[src/rtl/z2_bus_initiator_pkg.sv]
// Shared constants and types for the Zorro II bus-master sequencer.
// Contents: FSM state encodings, default DTACK timeout, bus widths and the
// latched request control payload.
package z2_bus_initiator_pkg;

  localparam int unsigned BM_TIMEOUT_DEFAULT = 64;
  localparam int unsigned BM_ADDR_W          = 23;
  localparam int unsigned BM_DATA_W          = 16;
  localparam int unsigned BM_STATE_W         = 3;

  localparam logic [2:0] BM_IDLE    = 3'd0;
  localparam logic [2:0] BM_ADDR    = 3'd1;
  localparam logic [2:0] BM_ASSERT  = 3'd2;
  localparam logic [2:0] BM_WDS     = 3'd3;
  localparam logic [2:0] BM_WAIT    = 3'd4;
  localparam logic [2:0] BM_TERM    = 3'd5;
  localparam logic [2:0] BM_RECOVER = 3'd6;

  // Direction and byte-lane selection captured when a request is accepted.
  typedef struct packed {
    logic rw;
    logic uds;
    logic lds;
  } bm_ctl_t;

endpackage

[src/rtl/z2_bus_initiator_sync2.sv]
// Generic 2-flop synchronizer, asynchronous active-high reset to 0.
// Ports: CLK, RESET, d (asynchronous input), q (synchronized output).
module sync2 #(
  parameter int unsigned WIDTH = 1
) (
  input  logic             CLK,
  input  logic             RESET,
  input  logic [WIDTH-1:0] d,
  output logic [WIDTH-1:0] q
);

  logic [WIDTH-1:0] meta;

  always_ff @(posedge CLK or posedge RESET) begin
    if (RESET) begin
      meta <= '0;
      q    <= '0;
    end else begin
      meta <= d;
      q    <= meta;
    end
  end

endmodule

[src/rtl/z2_bus_initiator.sv]
// Zorro II / 68000-style bus-master sequencer: runs one AS/UDS/LDS/DTACK
// cycle per accepted request, with a bounded DTACK wait that ends in berr.
// Ports: CLK, RESET (async, active high); request side req/req_addr/req_rw/
// req_uds/req_lds/req_wdata; completion done/rdata/berr; bus side ADDR,
// AS_n, UDS_n, LDS_n, RW, DOUT, DOE, DIN, DTACK_n (asynchronous).
module z2_bus_initiator
  import z2_bus_initiator_pkg::*;
#(
  parameter int unsigned TIMEOUT_CYCLES = BM_TIMEOUT_DEFAULT
) (
  input  logic                 CLK,
  input  logic                 RESET,
  input  logic                 req,
  input  logic [BM_ADDR_W-1:0] req_addr,
  input  logic                 req_rw,
  input  logic                 req_uds,
  input  logic                 req_lds,
  input  logic [BM_DATA_W-1:0] req_wdata,
  output logic                 done,
  output logic [BM_DATA_W-1:0] rdata,
  output logic                 berr,
  output logic [BM_ADDR_W-1:0] ADDR,
  output logic                 AS_n,
  output logic                 UDS_n,
  output logic                 LDS_n,
  output logic                 RW,
  output logic [BM_DATA_W-1:0] DOUT,
  output logic                 DOE,
  input  logic [BM_DATA_W-1:0] DIN,
  input  logic                 DTACK_n
);

  localparam int unsigned     CNT_W    = $clog2(TIMEOUT_CYCLES + 1);
  localparam logic [CNT_W-1:0] CNT_LAST = CNT_W'(TIMEOUT_CYCLES - 1);

  logic [BM_STATE_W-1:0] st, st_nx;
  logic [CNT_W-1:0]      cnt, cnt_nx;
  bm_ctl_t               ctl, ctl_nx;
  logic [BM_ADDR_W-1:0]  addr_nx;
  logic [BM_DATA_W-1:0]  dout_nx, rdata_nx;
  logic                  as_n_nx, uds_n_nx, lds_n_nx, rw_nx, doe_nx;
  logic                  done_nx, berr_nx;
  logic                  dtack_a, dtk;

  // DTACK synchronizer (active-high after inversion)
  assign dtack_a = ~DTACK_n;

  sync2 #(.WIDTH(1)) u_dtk_sync (
    .CLK   (CLK),
    .RESET (RESET),
    .d     (dtack_a),
    .q     (dtk)
  );

  // Next state plus next value of every registered output
  always_comb begin
    st_nx    = st;
    cnt_nx   = cnt;
    ctl_nx   = ctl;
    addr_nx  = ADDR;
    dout_nx  = DOUT;
    rdata_nx = rdata;
    as_n_nx  = 1'b1;
    uds_n_nx = 1'b1;
    lds_n_nx = 1'b1;
    rw_nx    = 1'b1;
    doe_nx   = 1'b0;
    done_nx  = 1'b0;
    berr_nx  = 1'b0;

    case (st)
      BM_IDLE: begin
        if (req) begin
          st_nx   = BM_ADDR;
          ctl_nx  = '{rw: req_rw, uds: req_uds, lds: req_lds};
          addr_nx = req_addr;
          rw_nx   = req_rw;
          doe_nx  = ~req_rw;
          if (!req_rw) dout_nx = req_wdata;
        end
      end
      BM_ADDR: begin
        // reads strobe data lanes together with AS_n, writes one cycle later
        st_nx    = BM_ASSERT;
        cnt_nx   = '0;
        rw_nx    = ctl.rw;
        doe_nx   = ~ctl.rw;
        as_n_nx  = 1'b0;
        uds_n_nx = ~(ctl.rw & ctl.uds);
        lds_n_nx = ~(ctl.rw & ctl.lds);
      end
      BM_ASSERT: begin
        st_nx    = ctl.rw ? BM_WAIT : BM_WDS;
        rw_nx    = ctl.rw;
        doe_nx   = ~ctl.rw;
        as_n_nx  = 1'b0;
        uds_n_nx = ~ctl.uds;
        lds_n_nx = ~ctl.lds;
      end
      BM_WDS: begin
        st_nx    = BM_WAIT;
        rw_nx    = ctl.rw;
        doe_nx   = ~ctl.rw;
        as_n_nx  = 1'b0;
        uds_n_nx = ~ctl.uds;
        lds_n_nx = ~ctl.lds;
      end
      BM_WAIT: begin
        cnt_nx = cnt + CNT_W'(1);
        rw_nx  = ctl.rw;
        doe_nx = ~ctl.rw;
        if (dtk) begin
          st_nx   = BM_TERM;
          done_nx = 1'b1;
          if (ctl.rw) rdata_nx = DIN;
        end else if (cnt == CNT_LAST) begin
          st_nx    = BM_TERM;
          done_nx  = 1'b1;
          berr_nx  = 1'b1;
          rdata_nx = 16'hFFFF;
        end else begin
          as_n_nx  = 1'b0;
          uds_n_nx = ~ctl.uds;
          lds_n_nx = ~ctl.lds;
        end
      end
      BM_TERM: begin
        st_nx = BM_RECOVER;
      end
      BM_RECOVER: begin
        // hold off the next cycle until the target releases DTACK
        if (!dtk) st_nx = BM_IDLE;
      end
      default: begin
        st_nx = BM_IDLE;
      end
    endcase
  end

  // State and output registers
  always_ff @(posedge CLK or posedge RESET) begin
    if (RESET) begin
      st    <= BM_IDLE;
      cnt   <= '0;
      ctl   <= '0;
      ADDR  <= '0;
      DOUT  <= '0;
      rdata <= '0;
      AS_n  <= 1'b1;
      UDS_n <= 1'b1;
      LDS_n <= 1'b1;
      RW    <= 1'b1;
      DOE   <= 1'b0;
      done  <= 1'b0;
      berr  <= 1'b0;
    end else begin
      st    <= st_nx;
      cnt   <= cnt_nx;
      ctl   <= ctl_nx;
      ADDR  <= addr_nx;
      DOUT  <= dout_nx;
      rdata <= rdata_nx;
      AS_n  <= as_n_nx;
      UDS_n <= uds_n_nx;
      LDS_n <= lds_n_nx;
      RW    <= rw_nx;
      DOE   <= doe_nx;
      done  <= done_nx;
      berr  <= berr_nx;
    end
  end

endmodule

[config.mk]
export PLATFORM = sky130hd
export DESIGN_NAME = z2_bus_initiator
export DESIGN_NICKNAME = d
export VERILOG_FILES = /design/src/rtl/z2_bus_initiator_pkg.sv /design/src/rtl/z2_bus_initiator_sync2.sv /design/src/rtl/z2_bus_initiator.sv
export SDC_FILE = /design/constraint.sdc
export NUM_CORES = 1
export LEC_CHECK = 0
export BUFFER_PORTS_ARGS = -buffer_cell sky130_fd_sc_hd__clkbuf_2
export CAP_MARGIN = 20
export CORE_ASPECT_RATIO = 1.1
export CORE_MARGIN = 5
export CORE_UTILIZATION = 30
export DETAILED_ROUTE_END_ITERATION = 16
export HOLD_SLACK_MARGIN = 0.15
export SETUP_SLACK_MARGIN = 0.02
export SYNTH_ARGS = -nofsm -noshare
export SYNTH_HDL_FRONTEND = slang
export SYNTH_SLANG_ARGS = --single-unit
[constraint.sdc]
create_clock -name CLK -period 8.03 [get_ports CLK]
set_clock_uncertainty 0.15 [all_clocks]
set_input_delay 1.606 -clock CLK [delete_from_list [all_inputs] [get_ports CLK]]
set_output_delay 1.606 -clock CLK [all_outputs]
set_load 0.005 [all_outputs]
==> impl_metrics.toml <==
[run_status]
status = "finished, final reports clean"

[yosys]
synth-edff-count = 0
syn_area_per_cell_um2 = 13.19
ys_seq_area_share_pct = 59.54
post_synth_num_cell_types = 41
yosysWarnings = 0
synth_ff_type = "dfrtp_1"
synth_top_area_share_pct = 56.31
ys_top_cells_by_area = "dfrtp_1, mux2_2, a2bb2oi_2"
yosysMostFrequentCell = "dfrtp_1"
async_flop_share_pct = 100.0
yosys.area.top_type = "dfrtp_1"
syn_inst = 246
synthTopCellsByCount = "dfrtp_1, mux2_2, a21oi_1"
synth_nets = 309
netlist_area_um2 = 3244
ys_seq_elements = 77

[placed_design]
dpl_cell_area_um2 = 3984
dp_hpwl_um = 5490
routabilityCongestion = 0.7655
io_buffers = 123
dp_cells = 497

[clocking]
cts_resized = 0
cts_root_buf = "clkbuf_16"
clk_transition_reported_paths_ns = 0.06
cts_setup_buffers = 0
cts.path.max_buffers = 2
htreeDepth = 3
cts_tree = "yes"
clock_latency_ns = 0.33
cts.sinks = 77
cts-buffers-inserted = 9
holdBufCountCts = 0

[sta]
grt_setup_unrepaired = "false"
maxSlewHeadroom_pct = 38.45
setup_tns_ns = 0
max_freq_mhz = 291.9
slew_violations = 0
finalCritPeriodShare_pct = 42.66
hold_viol = 0
worstMarginPinSlew_ns = 0.9218
setup_viol = 0
min_period_ns = 3.425

[cells_and_area]
antenna_cells = 0
finalCoreUtilization_pct = 40.95
final_cell_count_no_fill = 514
nets = 429
multi_input_area_um2 = 1219
layout-drive-gt1-share_pct = 52.56
seqCellArea_um2 = 1932
final_area_um2 = 4297
areaGrowthSynthToFinish_pct = 32.43
fill_cells = 1043

[critical_path]
worstPathArrival_ns = 3.49
end_kind = "flop"
cpPeakStageDelay_ns = 0.80
worstPathMaxFanout = 27
crit_chain = "clkbuf_2 > nor4b_4 > buf_4 > nor2b_2 > mux2_2"
worst_path_max_delay_cell = "nor2b_2"
path_class = "in -> reg"
start_kind = "primary input"
cp.required_ns = 8.09

[routing]
drc = 0
drtPass1Iterations = 4
route.vias.total = 2405
routed_wirelength_um = 7787
avgViaCountPerCell = 4.679
first_iter_violations = 55
ant_nets = 0
wl_per_cell_um = 15.15

[power]
power_density_nw_per_um2 = 386.3
combPwrFrac_pct = 32.2
power_frac_seq_pct = 44.1
pwr-share-clk_pct = 23.7
vdd.ir_drop.worst_mv = 0.1495
swShare_pct = 32.57
switchingPower_mw = 0.5407
p_leak_nw = 2.018
p_int_mw = 1.119

[floorplanning]
core.rowCount = 39
die_w_um = 109.2
fp.dieArea_um2 = 13000
initial_core_util_pct = 30.92
ios = 124
coreArea_um2 = 10490
die_h_um = 119.1

[worst_hold_path]
min_path_type = "reg -> reg"

[global_routing]
grt_max_degree = 78
grt_usage_pct = 12.53
grt-ovfl-total = 0
antenna_found_initial = 0
grt_pass1_wl_um = 12990
grt_pass1_vias = 2611

[flow_run]
max-cap-violations = 0
registers in the layout (all words and copies together) (netlist names):
signal / cells
UDS_n: 1
u_dtk_sync.q: 1
LDS_n: 1
ctl: 3
done: 1
berr: 1
st: 3
ADDR: 23
DOE: 1
cnt: 7
u_dtk_sync.meta: 1
DOUT: 16
rdata: 16
AS_n: 1
RW: 1
critical path: cells and delay by family:
family	cells	cell delay [ns]
simple gates	2	0.97
mux	1	0.42
buf+inv	2	0.49
stage by stage:
| stage | hold slack, ns | total power, mW | setup slack, ns |
|---|---|---|---|
| after global placement | 0.1871 | 1.265 | 4.266 |
| after CTS | 0.2046 | 1.692 | 4.545 |
| after detailed placement | 0.1911 | 1.285 | 4.187 |
| after floorplan | 0.1812 | 1.027 | 4.314 |
| after global routing | 0.2165 | 1.791 | 4.395 |
| final | 0.2013 | 1.660 | 4.605 |
kinds of logic (layout without fill, tap and decap cells):
group           after synthesis  count (layout)  synth area share, %
flops                        77              77                59.54
compound gates               63              63                14.50
mux                          42              42                14.54
simple gates                 40              40                7.597
buf+inv                      23             148                3.432
fa+ha+maj                     1               1               0.3856
power groups by stage:
stage | combinational (mW) | sequential, mW | clock [mW]
after CTS | 0.547 | 0.735 | 0.410
final | 0.534 | 0.732 | 0.394
after floorplan | 0.341 | 0.686 | 0
after detailed placement | 0.547 | 0.738 | 0
after global placement | 0.533 | 0.732 | 0
after global routing | 0.601 | 0.763 | 0.426
metal layers:
layer  global-route usage [%]  wire length [um]  vias up
met5                        0                 0        -
met4                    4.893                93        0
met3                    3.788               544        8
met2                    20.31              3919       79
met1                    15.54              3229     1185
li1                         -                 -     1133
placed cells by master, fill, tap and decap left out, drive strengths merged, types with 3 or more instances in the layout:
cell type | synthesis | final
nand3 | 5 | 5
nand2 | 5 | 5
clkinv | 0 | 4
a2bb2oi | 16 | 16
nor3 | 5 | 5
nor2 | 9 | 9
dfstp | 4 | 4
dfrtp | 73 | 73
mux2 | 41 | 41
o211ai | 3 | 3
a21oi | 22 | 22
o21ai | 11 | 11
clkbuf | 8 | 133
inv | 6 | 5
nand2b | 3 | 3
buf | 9 | 3
area by class of cell:
class | instances | share of cell area (%)
repair buffers | 126 | 15.14
clock buffers | 10 | 5.329
clock inverters | 6 | 1.485
well taps | 143 | 4.164
flip-flops and latches | 77 | 44.96
multi-input cells | 146 | 28.36
inverters | 6 | 0.5533
final timing paths:
path | endpoint | slack, ns | cells past startpoint | start
setup / recovery | DOUT[8] | 4.60 | 5 | req
hold / removal | u_dtk_sync.q | 0.20 | 0 | u_dtk_sync.meta
setup reg to reg | rdata[3] | 4.97 | 3 | st[2]
hold reg to reg | u_dtk_sync.q | 0.20 | 0 | u_dtk_sync.meta
max in group asynchronous | AS_n | 5.85 | 4 | RESET
min in group asynchronous | ADDR[7] | 1.22 | 3 | RESET
Note: power is estimated with default switching activity, not from simulation.
